`src/rtl/uart_cmd_initiator.sv`:
```
// Host-side initiator for the UART register-access protocol: sends opcode/addr/data
// command frames and validates the echoed response. Optional macro: CMD_CHECKSUM_EN.
module uart_cmd_initiator #(
  parameter int unsigned TIMEOUT_CYCLES = 100000,
  parameter logic [7:0]  OP_WRITE       = 8'h01,
  parameter logic [7:0]  OP_READ        = 8'h02
) (
  input  logic       clk,
  input  logic       rst,
  input  logic       req_valid,
  output logic       req_ready,
  input  logic       req_write,
  input  logic [7:0] req_addr,
  input  logic [7:0] req_wdata,
  output logic [7:0] tx_data,
  output logic       tx_valid,
  input  logic       tx_ready,
  input  logic [7:0] rx_data,
  input  logic       rx_valid,
  output logic       rsp_valid,
  output logic [7:0] rsp_rdata,
  output logic [1:0] rsp_err,
  output logic       busy
);

  localparam int unsigned CW = (TIMEOUT_CYCLES > 2) ? $clog2(TIMEOUT_CYCLES) : 1;
  localparam logic [CW-1:0] TO_LAST = CW'(TIMEOUT_CYCLES - 1);

  typedef enum logic [3:0] {
    IDLE      = 4'd0,
    SEND_OP   = 4'd1,
    SEND_ADDR = 4'd2,
    SEND_DATA = 4'd3,
`ifdef CMD_CHECKSUM_EN
    SEND_CSUM = 4'd4,
    WAIT_CSUM = 4'd8,
`endif
    WAIT_OP   = 4'd5,
    WAIT_ADDR = 4'd6,
    WAIT_DATA = 4'd7,
    DONE      = 4'd9
  } state_t;

  state_t        state_q;
  logic          req_ready_q, tx_valid_q, rsp_valid_q, busy_q, mis_q;
  logic [7:0]    tx_data_q, rsp_rdata_q, op_q, addr_q, data_q;
  logic [1:0]    rsp_err_q;
  logic [CW-1:0] to_cnt_q;
`ifdef CMD_CHECKSUM_EN
  logic [7:0]    rx_x_q, rx_data_q;
`endif

  logic tx_hs_s, in_wait_s, timeout_s;

  assign tx_hs_s = tx_valid_q & tx_ready;
`ifdef CMD_CHECKSUM_EN
  assign in_wait_s = (state_q == WAIT_OP) || (state_q == WAIT_ADDR) ||
                     (state_q == WAIT_DATA) || (state_q == WAIT_CSUM);
`else
  assign in_wait_s = (state_q == WAIT_OP) || (state_q == WAIT_ADDR) || (state_q == WAIT_DATA);
`endif
  // A byte arriving on the final counted cycle takes priority over the timeout.
  assign timeout_s = in_wait_s & ~rx_valid & (to_cnt_q == TO_LAST);

  always_ff @(posedge clk) begin
    if (rst) begin
      state_q     <= IDLE;
      req_ready_q <= 1'b1;
      tx_valid_q  <= 1'b0;
      tx_data_q   <= 8'h00;
      rsp_valid_q <= 1'b0;
      rsp_rdata_q <= 8'h00;
      rsp_err_q   <= 2'b00;
      busy_q      <= 1'b0;
      to_cnt_q    <= '0;
      op_q        <= 8'h00;
      addr_q      <= 8'h00;
      data_q      <= 8'h00;
      mis_q       <= 1'b0;
`ifdef CMD_CHECKSUM_EN
      rx_x_q      <= 8'h00;
      rx_data_q   <= 8'h00;
`endif
    end else begin
      rsp_valid_q <= 1'b0;
      if (in_wait_s) to_cnt_q <= rx_valid ? '0 : to_cnt_q + CW'(1);
      if (timeout_s) begin
        state_q     <= DONE;
        rsp_valid_q <= 1'b1;
        rsp_err_q   <= 2'b01;
      end else begin
        case (state_q)
          IDLE: if (req_valid && req_ready_q) begin
            op_q        <= req_write ? OP_WRITE : OP_READ;
            addr_q      <= req_addr;
            data_q      <= req_write ? req_wdata : 8'h00;
            tx_data_q   <= req_write ? OP_WRITE : OP_READ;
            tx_valid_q  <= 1'b1;
            req_ready_q <= 1'b0;
            busy_q      <= 1'b1;
            mis_q       <= 1'b0;
            state_q     <= SEND_OP;
          end
          SEND_OP: if (tx_hs_s) begin
            tx_data_q <= addr_q;
            state_q   <= SEND_ADDR;
          end
          SEND_ADDR: if (tx_hs_s) begin
            tx_data_q <= data_q;
            state_q   <= SEND_DATA;
          end
`ifdef CMD_CHECKSUM_EN
          SEND_DATA: if (tx_hs_s) begin
            tx_data_q <= op_q ^ addr_q ^ data_q;
            state_q   <= SEND_CSUM;
          end
          SEND_CSUM: if (tx_hs_s) begin
            tx_valid_q <= 1'b0;
            tx_data_q  <= 8'h00;
            to_cnt_q   <= '0;
            state_q    <= WAIT_OP;
          end
`else
          SEND_DATA: if (tx_hs_s) begin
            tx_valid_q <= 1'b0;
            tx_data_q  <= 8'h00;
            to_cnt_q   <= '0;
            state_q    <= WAIT_OP;
          end
`endif
          WAIT_OP: if (rx_valid) begin
            mis_q   <= mis_q | (rx_data != op_q);
`ifdef CMD_CHECKSUM_EN
            rx_x_q  <= rx_data;
`endif
            state_q <= WAIT_ADDR;
          end
          WAIT_ADDR: if (rx_valid) begin
            mis_q   <= mis_q | (rx_data != addr_q);
`ifdef CMD_CHECKSUM_EN
            rx_x_q  <= rx_x_q ^ rx_data;
`endif
            state_q <= WAIT_DATA;
          end
`ifdef CMD_CHECKSUM_EN
          WAIT_DATA: if (rx_valid) begin
            rx_data_q <= rx_data;
            rx_x_q    <= rx_x_q ^ rx_data;
            state_q   <= WAIT_CSUM;
          end
          WAIT_CSUM: if (rx_valid) begin
            rsp_rdata_q <= rx_data_q;
            rsp_err_q   <= (rx_data != rx_x_q) ? 2'b11 : (mis_q ? 2'b10 : 2'b00);
            rsp_valid_q <= 1'b1;
            state_q     <= DONE;
          end
`else
          WAIT_DATA: if (rx_valid) begin
            rsp_rdata_q <= rx_data;
            rsp_err_q   <= mis_q ? 2'b10 : 2'b00;
            rsp_valid_q <= 1'b1;
            state_q     <= DONE;
          end
`endif
          DONE: begin
            req_ready_q <= 1'b1;
            busy_q      <= 1'b0;
            state_q     <= IDLE;
          end
          default: begin
            req_ready_q <= 1'b1;
            busy_q      <= 1'b0;
            tx_valid_q  <= 1'b0;
            state_q     <= IDLE;
          end
        endcase
      end
    end
  end

  assign req_ready = req_ready_q;
  assign tx_data   = tx_data_q;
  assign tx_valid  = tx_valid_q;
  assign rsp_valid = rsp_valid_q;
  assign rsp_rdata = rsp_rdata_q;
  assign rsp_err   = rsp_err_q;
  assign busy      = busy_q;

endmodule

```
`config.mk`:
```
export PLATFORM = sky130hd
export DESIGN_NAME = uart_cmd_initiator
export DESIGN_NICKNAME = d
export VERILOG_FILES = /design/src/rtl/uart_cmd_initiator.sv
export SDC_FILE = /design/constraint.sdc
export NUM_CORES = 1
export LEC_CHECK = 0
export CORE_UTILIZATION = 54
export CTS_BUF_LIST = sky130_fd_sc_hd__clkbuf_2 sky130_fd_sc_hd__clkbuf_4 sky130_fd_sc_hd__clkbuf_8
export CTS_CLUSTER_DIAMETER = 120
export DETAILED_ROUTE_END_ITERATION = 10
export PLACE_DENSITY = 0.93
export SLEW_MARGIN = 0
export SYNTH_ARGS = -nofsm -noshare
export SYNTH_HDL_FRONTEND = slang
export SYNTH_SLANG_ARGS = --single-unit
```
`constraint.sdc`:
```
create_clock -name clk -period 2.34 [get_ports clk]
set_input_delay 0.468 -clock clk [delete_from_list [all_inputs] [get_ports clk]]
set_output_delay 0.468 -clock clk [all_outputs]
set_load 0.01 [all_outputs]
```
==> impl_results.md, run 1 <==
- Status: completed
- Cells after DPL: 466
- Synth Area in XOR/XNOR: 0.0267
- Total GRT Usage: 0.274
- Final Slew Violations: 0
- First-pass GRT wire length: 12600 microns
- Top_reg_cell synth: dfxtp_1
- # port buffers: 51
- Worst-path maximum fanout: 6
- Synth Area in Adders: 0.00424
- Worst hold margin: 0.458 ns
- Relative slew slack: 0.638
- Power consumption: 3.12 mW
- Residual DRC: 0
- Distinct cell type count after synthesis: 52
- Post-synth top area share: 0.421
- Final hold viol count: 0
- Antenna violations before repair: 0
- Die Width: 75.9 microns
- Number of global-route vias before repair: 2799
- Critical Path Source Type: flip-flop
- Final setup viols: 0
- Skew-Pair Late Insertion Delay: 0.34 ns
- # nets final: 438
- Synth Area in Compound Gates: 0.193
- Die footprint: 0.00576 sq mm
- Post-CTS resize count: 0
- Placed Area: 0.00352 sq mm
- Max cap viols: 0
- CTS tree: built
- Crit-path cells: ha_1, nand4_1, or4_4, nor4_4, xnor2_1, nor2_1
- Synth async-reset ratio: 0
- Core Util, Final: 0.730
- Register area share after synthesis: 0.421
- Crit path time final: 1.99 ns
- Max VDD drop: 517 uV
- Pwr Density: 827 mW/mm^2
- Setup tns final: 0 ns
- Worst Skew: 0.00833 ns
- Crit path capture type: flip-flop
- Dpl hpwl: 5190 microns
- CTS Sinks: 62
- WP data required: 2.56 ns
- Main combinational cell family by area after synthesis: simple AND/OR/NAND/NOR gates
- Final instance area: 0.00378 sq mm
- Pleak: 1.38 nW
- Largest cells by area after synthesis: dfxtp_1, nand2_1, a21oi_1, nor2_1, mux2i_1
- Layout cells sized above 1: 0.0947
- Synth cell count leaders: dfxtp_1, nand2_1, nor2_1
- Final Worst Setup Slack: 0.348 ns
- Post-Synth Simple-Gate Area: 0.265
- Initial Utilization: 0.570
- Critical path buffer and inverter count: 0
- Pin count of the biggest net entering global routing: 32
- Rows: 26
- Core Area: 0.00517 sq mm
- Starting DRT DRC Count: 305
- Num CTS Buffers: 9
- Post-synth EDFFs: 0
- Final Non-Filler Cells: 482
- Htree depth: 3
- Routed Antenna Nets: 0
- Die height: 75.9 microns
- Pre-CTS setup slack: 0.299 ns
- RePlAce Congestion: 0.891
- Total Wirelength: 7570 microns
- Unrepaired setup endpoints after global routing: no
- Post-Synthesis Cells: 354
- Wire length per cell: 15.7 microns
- Synthesized flop and latch total: 62
- Synth-to-Final Area Change: 28.0%
- Clock-pin slew on the worst setup and hold paths: 0.07 ns
- CTS max path bufs: 2
- Root Driver: clkbuf_8
- Top cell type by total area after synthesis: dfxtp_1
- Max incr delay on CP: 0.52 ns
- Vias: 2885
- Vias per cell: 5.99
- Mux share of post-synthesis cell area: 0.0356
- Final worst-path cycle share: 0.851
- TritonRoute pass-1 iters: 5
- Synth warn: 0
- Slew @ Worst Pin: 0.540 ns
- # Post-CTS Setup Buffers: 0
- Worst path top cell family by delay: simple AND/OR/NAND/NOR gates
- Total congestion overflow: 0
- Critical Path Slowest Stage Cell: or4_4
- Synthesized area per cell: 8.33 sq um
- Top-count cell post-synth: dfxtp_1
- Hold WC Path Type: flip-flop to flip-flop
- Inserted Diodes: 0
- Crit path DAT: 2.21 ns
- Synthesized Nets: 385
- Crit Path Category: flip-flop to flip-flop
- Synthesized cell area: 0.00295 sq mm
- # IOs: 52
- Fmax: 502 MHz
- Hold Buf Count CTS: 0
==> worst reg2reg max path, stage by stage, from the launching register on <==
cell	delay, ns
dfxtp_1	0.38
ha_1	0.26
nand4_1	0.28
or4_4	0.53
nor4_4	0.24
xnor2_1	0.14
nor2_1	0.05
==> layout by cell type, fill, tap and decap left out, types with 2 or more instances in the layout <==
| master | instances |
|---|---|
| nand4_1 | 7 |
| nor2b_1 | 2 |
| mux2i_1 | 9 |
| or3_1 | 3 |
| and4_1 | 2 |
| clkbuf_8 | 10 |
| dfxtp_1 | 62 |
| or2_1 | 3 |
| xor2_1 | 2 |
| a31oi_1 | 4 |
| or2_2 | 2 |
| nand3_1 | 15 |
| xnor2_1 | 7 |
| nor4_1 | 4 |
| clkdlybuf4s50_1 | 51 |
| a221oi_1 | 2 |
| nand2b_1 | 3 |
| o21a_1 | 5 |
| nand3b_1 | 2 |
| o211ai_1 | 2 |
| nor4bb_1 | 4 |
| o32ai_1 | 3 |
| nor2_1 | 41 |
| inv_6 | 2 |
| a22o_1 | 2 |
| bufinv_16 | 3 |
| o21ai_0 | 10 |
| inv_1 | 10 |
| buf_4 | 13 |
| nand2_1 | 46 |
| a32o_1 | 2 |
| a22oi_1 | 7 |
| a21oi_1 | 32 |
| nor3_1 | 11 |
| a211oi_1 | 10 |
==> cells by family (layout without fill, tap and decap cells) <==
logic type	count (synthesis)	after routing
fa+ha+maj	1	1
compound gates	86	86
xor+xnor	9	9
simple gates	154	154
buf+inv	32	90
flops	62	62
mux	10	10
==> sequential cells by signal, summed over array words and instances (netlist names), 2 cells and up <==
name	cells
addr_q	8
to_cnt_q	17
state_q	4
rsp_rdata	8
data_q	8
rsp_err	2
tx_data	8
op_q	2
==> final timing paths <==
check | start | end | slack [ns] | cells past startpoint
setup / recovery | to_cnt_q[0] | to_cnt_q[16] | 0.35 | 6
hold / removal | data_q[2] | data_q[2] | 0.46 | 2
setup reg to reg | to_cnt_q[0] | to_cnt_q[16] | 0.35 | 6
hold reg to reg | data_q[2] | data_q[2] | 0.46 | 2
==> final cells by class <==
cell class / count / area, sq um
timing repair buffer: 64 / 608
multi-input combinational: 260 / 1550
sequential: 62 / 1240
inverter: 10 / 37.5
fill: 385 / 1400
tap: 70 / 87.6
clock inverter: 6 / 116
clock buffer: 10 / 138
==> where the power goes <==
| part | total, mW | leakage, nW | switching (mW) | internal (mW) |
|---|---|---|---|---|
| clock | 1.20 | 0.127 | 0.450 | 0.746 |
| combinational | 0.679 | 0.751 | 0.372 | 0.307 |
| sequential | 1.25 | 0.504 | 0.0968 | 1.15 |
==> routing by layer <==
layer  part of all wire  up-vias  track usage
met5                  0        -            0
met3              0.074       21       0.0771
met1               0.42     1357        0.326
met4              0.021        0        0.137
met2               0.48      135        0.453
li1                   -     1372            -
No activity file was read; power rests on OpenSTA's default activity.
==> run 2, diff against run 1 <==
Settings changed: CORE_ASPECT_RATIO set to 1.1.
==> impl_results.md, run 2 (synthesis gave the netlist of run 1 again) <==
- Status: completed
- Post-CTS resize count: 0
- Max VDD drop: 556 uV
- Pwr Density: 801 mW/mm^2
- RePlAce Congestion: 0.878
- Core Util, Final: 0.731
- Crit path time final: 1.99 ns
- CTS max path bufs: 2
- Core Area: 0.00513 sq mm
- Unrepaired setup endpoints after global routing: no
- Initial Utilization: 0.574
- WP data required: 2.56 ns
- Hold WC Path Type: flip-flop to flip-flop
- Routed Antenna Nets: 0
- Crit path capture type: flip-flop
- Fillers: 371
- # port buffers: 51
- # nets final: 438
- Hold Buf Count CTS: 0
- First-pass GRT wire length: 12400 microns
- # Post-CTS Setup Buffers: 0
- Dpl hpwl: 5320 microns
- Max reg flops: 17
- Final worst-path cycle share: 0.849
- Synth-to-Final Area Change: 27.4%
- Die Width: 72.5 microns
- Final Slew Violations: 0
- Critical Path Source Type: flip-flop
- Vias: 2940
- Crit-path cells: ha_1, nand4_1, or4_4, nor4_4, xnor2_1, nor2_1
- Starting DRT DRC Count: 265
- Worst-path maximum fanout: 6
- Crit Path Category: flip-flop to flip-flop
- # IOs: 52
- Commonest non-fill, non-tap cell in the layout: dfxtp_1
- Register bank with the most flops: to_cnt_q
- Critical Path Slowest Stage Cell: or4_4
- CTS tree: built
- Die footprint: 0.00576 sq mm
- CTS Sinks: 62
- Total GRT Usage: 0.277
- Multi-input gate area: 0.00155 sq mm
- TritonRoute pass-1 iters: 5
- Antenna violations before repair: 0
- Pleak: 1.37 nW
- Worst Skew: 0.0103 ns
- Worst path top cell family by delay: simple AND/OR/NAND/NOR gates
- Sequential cell area: 0.00124 sq mm
- Die height: 79.5 microns
- Fmax: 503 MHz
- Slew @ Worst Pin: 0.539 ns
- Total congestion overflow: 0
- Inserted Diodes: 0
- Clock-pin slew on the worst setup and hold paths: 0.08 ns
- Most frequent cells in the layout: dfxtp_1, clkdlybuf4s50_1, nand2_1
- Rows: 27
- Skew-Pair Late Insertion Delay: 0.36 ns
- Power consumption: 3.01 mW
- Final hold viol count: 0
- Max incr delay on CP: 0.52 ns
- Crit path DAT: 2.21 ns
- Relative slew slack: 0.638
- Num CTS Buffers: 9
- Number of global-route vias before repair: 2732
- Layout cells sized above 1: 0.0947
- Vias per cell: 6.07
- Critical path buffer and inverter count: 0
- Final Worst Setup Slack: 0.353 ns
- Root Driver: clkbuf_8
- Htree depth: 3
- Final setup viols: 0
- Wire length per cell: 15.7 microns
- Pin count of the biggest net entering global routing: 24
- Residual DRC: 0
- Setup tns final: 0 ns
- Total Wirelength: 7580 microns
- Pre-CTS setup slack: 0.323 ns
- Max cap viols: 0
-- run 2: changes by cell type in the layout (fill, tap and decap cells not counted) --
cell,before,now
bufinv_16,3,2
clkinv_4,1,2
clkinvlp_4,0,1
inv_6,2,1
-- run 2: per-stage QoR --
step | cell area [sq um] | cells | hold slack (ns)
2_1_floorplan | 2950 | 354 | 0.432
3_3_place_gp | 3520 | 468 | 0.438
3_5_place_dp | 3520 | 468 | 0.451
4_1_cts | 3760 | 484 | 0.461
5_1_grt | 3760 | 484 | 0.483
6_report | 3760 | 484 | 0.459
-- run 2: final timing paths --
| check | startpoint | to | slack [ns] | cells after the start |
|---|---|---|---|---|
| max | to_cnt_q[0] | to_cnt_q[16] | 0.35 | 6 |
| max reg2reg | to_cnt_q[0] | to_cnt_q[16] | 0.35 | 6 |
| min reg2reg | op_q[0] | op_q[0] | 0.46 | 2 |
| min | op_q[0] | op_q[0] | 0.46 | 2 |
-- run 2: final cells by class --
class | instances | share of cell area
multi-input cells | 260 | 0.412
clock buffers | 10 | 0.0366
inverters | 10 | 0.00999
flip-flops and latches | 62 | 0.330
repair buffers | 64 | 0.162
clock inverters | 6 | 0.0250
well taps | 72 | 0.0240
-- run 2: worst register-to-register path, stage by stage, from the launching register on --
cell,delay [ns]
dfxtp_1,0.38
ha_1,0.25
nand4_1,0.26
or4_4,0.52
nor4_4,0.25
xnor2_1,0.16
nor2_1,0.05
-- run 2: report_power, final --
group / internal [mW] / switching, mW / total, mW / leakage, nW
clock network: 0.635 / 0.443 / 1.08 / 0.113
registers: 1.15 / 0.100 / 1.25 / 0.504
logic: 0.307 / 0.374 / 0.680 / 0.751
total: 2.09 / 0.916 / 3.01 / 1.37
-- run 2: layer usage --
| metal | vias to the layer above | part of all wire | global-route usage |
|---|---|---|---|
| met2 | 157 | 0.49 | 0.446 |
| met5 | - | 0 | 0 |
| met1 | 1372 | 0.40 | 0.332 |
| met4 | 0 | 0.040 | 0.163 |
| li1 | 1378 | - | - |
| met3 | 33 | 0.073 | 0.0707 |
